==> config.mk <==
export PLATFORM = sky130hd
export DESIGN_NAME = display_scanner
export DESIGN_NICKNAME = d
export VERILOG_FILES = /design/src/rtl/display_pkg.sv /design/src/rtl/display_scanner.sv
export SDC_FILE = /design/constraint.sdc
export NUM_CORES = 1
export LEC_CHECK = 0
export BUFFER_PORTS_ARGS = -buffer_cell sky130_fd_sc_hd__buf_4
export CORE_MARGIN = 2
export CORE_UTILIZATION = 40
export CTS_BUF_LIST = sky130_fd_sc_hd__clkbuf_16
export CTS_CLUSTER_DIAMETER = 30
export DETAILED_ROUTE_END_ITERATION = 7
export GPL_TIMING_DRIVEN = 0
export PLACE_DENSITY = 0.62
export SYNTH_ARGS = -nofsm -noshare
export SYNTH_HDL_FRONTEND = slang
export SYNTH_SLANG_ARGS = --single-unit
==> constraint.sdc <==
create_clock -name clk -period 3.04 [get_ports clk]
set_input_delay 0.304 -clock clk [delete_from_list [all_inputs] [get_ports clk]]
set_output_delay 0.304 -clock clk [all_outputs]
set_load 0.005 [all_outputs]
==> src/rtl/display_pkg.sv <==
// Shared types and pixel helpers for the display_scanner HUB75 panel driver.
package display_pkg;

    typedef enum logic [2:0] {
        READ_TOP,
        READ_BOT,
        SETUP,
        CLOCK,
        BLANK,
        LATCH,
        DISPLAY
    } state_t;

    localparam int R_MSB = 23;
    localparam int G_MSB = 15;
    localparam int B_MSB = 7;

    // Bit planes are taken from the channel MSBs: plane p reads ch[8-bits+p].
    function automatic logic [2:0] plane_slice(input logic [23:0] pixel,
                                               input int          plane,
                                               input int          bits);
        int idx;
        idx = 8 - bits + plane;
        return {pixel[5'(R_MSB - 7 + idx)],
                pixel[5'(G_MSB - 7 + idx)],
                pixel[5'(B_MSB - 7 + idx)]};
    endfunction

endpackage

==> src/rtl/display_scanner.sv <==
// Scans the display_memory front buffer into a two-half HUB75 panel using
// binary-code-modulated bit planes; swaps buffers only at frame boundaries.
module display_scanner
    import display_pkg::*;
#(
    parameter int rows      = 16,
    parameter int columns   = 32,
    parameter int bits      = 8,
    parameter int base_time = 1
) (
    input  logic                         clk,
    input  logic                         rst_n,
    input  logic                         swap_req,
    output logic                         swap_ack,
    output logic                         flip,
    output logic [$clog2(rows)-1:0]      rrow,
    output logic [$clog2(columns)-1:0]   rcol,
    input  logic [23:0]                  rdata,
    output logic                         panel_clk,
    output logic                         panel_lat,
    output logic                         panel_oe_n,
    output logic [$clog2(rows/2)-1:0]    panel_addr,
    output logic [2:0]                   panel_rgb0,
    output logic [2:0]                   panel_rgb1
);

    localparam int half = rows / 2;
    localparam int RW   = $clog2(rows);
    localparam int CW   = $clog2(columns);
    localparam int HW   = $clog2(half);
    localparam int PW   = (bits > 1) ? $clog2(bits) : 1;
    localparam int TW   = $clog2((base_time << (bits - 1)) + 1);

    state_t          state, state_next;
    logic [CW-1:0]   col;
    logic [HW-1:0]   row;
    logic [PW-1:0]   plane;
    logic [TW-1:0]   timer;
    logic [23:0]     top_q;
    logic            swap_pending;

    logic last_col, last_plane, last_row, disp_done, frame_end;

    assign last_col   = (col == CW'(columns - 1));
    assign last_plane = (plane == PW'(bits - 1));
    assign last_row   = (row == HW'(half - 1));
    assign disp_done  = (state == DISPLAY) && (timer == '0);
    assign frame_end  = disp_done && last_plane && last_row;

    // The top-half pixel is addressed in READ_TOP, the bottom-half one in READ_BOT.
    assign rrow = (state == READ_BOT) ? RW'(row) + RW'(half) : RW'(row);
    assign rcol = col;

    always_ff @(posedge clk or negedge rst_n) begin
        if (!rst_n) state <= READ_TOP;
        else        state <= state_next;
    end

    always_comb begin
        state_next = state;
        unique case (state)
            READ_TOP: state_next = READ_BOT;
            READ_BOT: state_next = SETUP;
            SETUP:    state_next = CLOCK;
            CLOCK:    state_next = last_col ? BLANK : READ_TOP;
            BLANK:    state_next = LATCH;
            LATCH:    state_next = DISPLAY;
            DISPLAY:  state_next = (timer == '0) ? READ_TOP : DISPLAY;
            default:  state_next = READ_TOP;
        endcase
    end

    always_ff @(posedge clk or negedge rst_n) begin
        if (!rst_n) begin
            col   <= '0;
            row   <= '0;
            plane <= '0;
            timer <= '0;
            top_q <= '0;
        end else begin
            if (state == CLOCK)
                col <= last_col ? '0 : col + CW'(1);
            if (state == READ_BOT)
                top_q <= rdata;
            // Timer counts down to zero, so DISPLAY lasts exactly base_time<<plane cycles.
            if (state == LATCH)
                timer <= TW'((base_time << plane) - 1);
            else if (state == DISPLAY && timer != '0)
                timer <= timer - TW'(1);
            if (disp_done) begin
                if (last_plane) begin
                    plane <= '0;
                    row   <= last_row ? '0 : row + HW'(1);
                end else begin
                    plane <= plane + PW'(1);
                end
            end
        end
    end

    // NOTE: panel strobes are registered from state_next so they align with the
    // state they belong to while staying glitch-free at the pins.
    always_ff @(posedge clk or negedge rst_n) begin
        if (!rst_n) begin
            panel_clk    <= 1'b0;
            panel_lat    <= 1'b0;
            panel_oe_n   <= 1'b1;
            panel_addr   <= '0;
            panel_rgb0   <= '0;
            panel_rgb1   <= '0;
            flip         <= 1'b0;
            swap_ack     <= 1'b0;
            swap_pending <= 1'b0;
        end else begin
            panel_clk  <= (state == CLOCK);
            panel_lat  <= (state_next == LATCH);
            panel_oe_n <= (state_next != DISPLAY);
            if (state_next == LATCH)
                panel_addr <= row;
            if (state == SETUP) begin
                panel_rgb0 <= plane_slice(top_q, int'(plane), bits);
                panel_rgb1 <= plane_slice(rdata, int'(plane), bits);
            end
            swap_ack <= 1'b0;
            if (frame_end) begin
                if (swap_pending || swap_req) begin
                    flip     <= ~flip;
                    swap_ack <= 1'b1;
                end
                swap_pending <= 1'b0;
            end else if (swap_req) begin
                swap_pending <= 1'b1;
            end
        end
    end

endmodule

==> summary.md <==
| Metric | Value |
|---|---|
| Outcome | complete, no violations |
| Share of cells above drive strength 1 | 0.3782 |
| Cells after DPL | 395 |
| Core ar. | 0.007331 mm^2 |
| Total wire length | 6.026 mm |
| Final Hold Fails | 0 |
| Final number of setup-violating endpoints | 0 |
| CTS tree | built |
| Synth area leaders | dfrtp_1 (49%), mux2_2 (10%), mux4_2 (8.8%), ha_1 (4.5%), mux2i_1 (2.9%) |
| RSZ-0062 raised after global routing | false |
| Area leader, netlist | dfrtp_1 |
| Pint | 0.001506 W |
| Iter 0 DRT Violations | 88 |
| Final nets | 345 |
| Initial antenna violation count | 0 |
| Net Sw Power | 0.0003927 W |
| Die W | 91.56 um |
| Final ANT Viol Nets | 0 |
| Largest net degree at the start of global routing | 62 |
| Vias | 2097 |
| Die H | 91.56 um |
| Fin cells | 411 |
| Avg Cell Area, Syn | 12.42 um^2 |
| Reg clk slew, reported paths | 50 ps |
| Critical path class | flip-flop to flip-flop |
| Seq/Total Area, Yosys | 0.4982 |
| Clk_lat worst skew | 320 ps |
| Synth top area share | 0.4896 |
| Boundary Pins | 50 |
| Fmax | 0.4101 GHz |
| Clk pwr share | 0.510 |
| Residual DRC count | 0 |
| Startpoint Class | flip-flop |
| Tmin final | 2439 ps |
| Max-capacitance violation count | 0 |
| Max Root-Sink Buffers | 2 |
| CTS Buf Count | 9 |
| Most common cell after layout, fill and taps aside | dfrtp_1 |
| Pleak | 1.819 nW |
| Arr. time, crit path | 2680 ps |
| Final Max Slew Viols | 0 |
| GRT Util Overall | 0.1554 |
| P&R area growth vs syn | 25.30% |
| Hold buffer count at cts | 0 |
| Worst Hold Class | input pin to asynchronous set/reset pin |
| Share of the core filled with cells | 0.5242 |
| TNS Setup | 0 ps |
| CTS H-tree depth | 3 |
| Seq pwr share | 0.444 |
| N_diodes | 0 |
| Drt pass-1 iters | 4 |
| Syn_nets | 285 |
| Max FO, Critical Path | 10 |
| Vias/cell | 5.102 |
| PwrDens | 494.2 mW/mm^2 |
| #FFs+latches synth | 61 |
| GPL Wtd Cong | 0.7712 |
| Yosys warning count | 0 |
| Starting Density | 0.4183 |
| Maximum vdd drop | 322.5 uV |
| Sw frac | 0.2068 |
| Cell Area, Synth | 0.003067 mm^2 |
| Worst Tran Pin Value | 748.3 ps |
| First-pass GRT wire length | 10.21 mm |
| Site row count | 31 |
| Clk sink count | 61 |
| Clk_skew | 9.683 ps |
| Synth Instances | 247 |
| Per-cell routed wire length | 14.66 um |
| Final worst-path cycle share | 0.8022 |
| Post-CTS sizing | 0 |
| Post-DP HPWL | 4.300 mm |
| Slew HR | 0.5011 |
| Gate power share | 0.046 |
| Setup WS pre-CTS | 649.4 ps |
| Port buffer count | 49 |
| Worst setup margin | 601.3 ps |
| CP Capture Type | flip-flop |
| CTS Root Cell | clkbuf_16 |
| Yosys cell types | 41 |
| Die ar. | 0.008383 mm^2 |
| Req. time, crit path | 3280 ps |
| Vias in the first global route | 2099 |
| Setup Fix Bufs, Post-CTS | 0 |
| Gr ovfl total | 0 |
| Highest-count cells in the layout ignoring fill and taps | dfrtp_1 (60), buf_4 (49), mux2_2 (28) |
-- final timing paths --
check / from / depth (start not counted) / slack, ps / end
setup / recovery: plane[1] / 8 / 600 / timer[7]
hold / removal: rst_n / 1 / 50 / panel_addr[1]
setup reg to reg: plane[1] / 8 / 600 / timer[7]
hold reg to reg: flip / 1 / 480 / flip
max in group asynchronous: rst_n / 1 / 2490 / panel_rgb1[0]
min in group clk: rdata[13] / 2 / 220 / top_q[13]
-- synth_stat cells, drive strengths merged --
cell type and number:
dfrtp 60, a221o 1, o31ai 1, nand3 2
nor2b 3, nand2b 1, and3 1, nor4b 2
nand3b 3, nand2 10, a21oi 17, or4b 1
xnor2 4, nand4b 1, mux2 31, ha 11
inv 10, clkbuf 5, o21ai 8, o22ai 1
nor3 7, mux4 12, mux2i 9, nor2 19
buf 6, dfstp 1, xor2 3, nor3b 2
a21o 1, a22o 1, a211oi 2, a31oi 5
nand4 1, and2 1, or3 3, nor4 1
-- stage by stage --
step / total power (W) / area [um^2] / hold WS (ps)
floorplan: 0.0008864 / 3067 / 8.409
global placement: 0.0009446 / 3558 / 431.4
detailed placement: 0.0009471 / 3558 / 437.3
CTS: 0.001918 / 3842 / 95.28
global route: 0.001968 / 3842 / 134.0
finish: 0.001899 / 3842 / 47.68
-- power groups by stage --
stage / Sequential (W) / Combinational (W) / Clock [W]
6_report: 0.000844 / 0.0000873 / 0.000968
5_1_grt: 0.000845 / 0.0000976 / 0.00103
4_1_cts: 0.000843 / 0.0000902 / 0.000984
3_5_place_dp: 0.000857 / 0.0000901 / 0
3_3_place_gp: 0.000856 / 0.0000884 / 0
2_1_floorplan: 0.000855 / 0.0000318 / 0
-- critical path, cell delays in order, from the launching register on --
cell and delay (ps):
dfrtp_1 360, clkbuf_1 340, clkbuf_1 510, inv_1 160, ha_1 230, nor4_1 330
xor2_1 190, nor2_1 80, a31oi_1 150
-- final cells by class --
cell class                      count  area (um^2)
Sequential cell                    61         1528
Clock buffer                        9        225.2
Buffer                             11        48.80
Tap cell                           99        123.9
Timing Repair Buffer               49        367.9
Fill cell                         633         3488
Multi-Input combinational cell    165         1453
Inverter                           10        37.54
Clock inverter                      7        58.81
-- metal layers --
metal  vias to the layer above  wire length [um]  global-route usage
li1                       1017                 -                   -
met1                      1038              3024              0.2204
met2                        37              2742              0.2353
met3                         5               186             0.03237
met4                         0                72             0.05682
met5                         -                 0                   0
-- state kept, by name (all words and copies together), names as in the netlist, 3 cells and up --
register and count:
panel_rgb0 3, panel_rgb1 3, row 3, state 3, panel_addr 3, rcol 5
plane 3, top_q 24, timer 8
-- kinds of logic (layout without fill, tap and decap cells) --
kind of cell               count (synthesis)  in the layout  share of synthesized area
DFF                                       61             61                     0.4982
xor gates and xnor gates                   7              7                    0.01999
AOI/OAI and AO/OA                         37             37                    0.06895
muxes                                     52             52                     0.2350
buffers and inverters                     21             86                    0.02815
adders and majority gates                 11             11                    0.04488
and+or+nand+nor                           58             58                     0.1049
No activity file was read; power rests on OpenSTA's default activity.
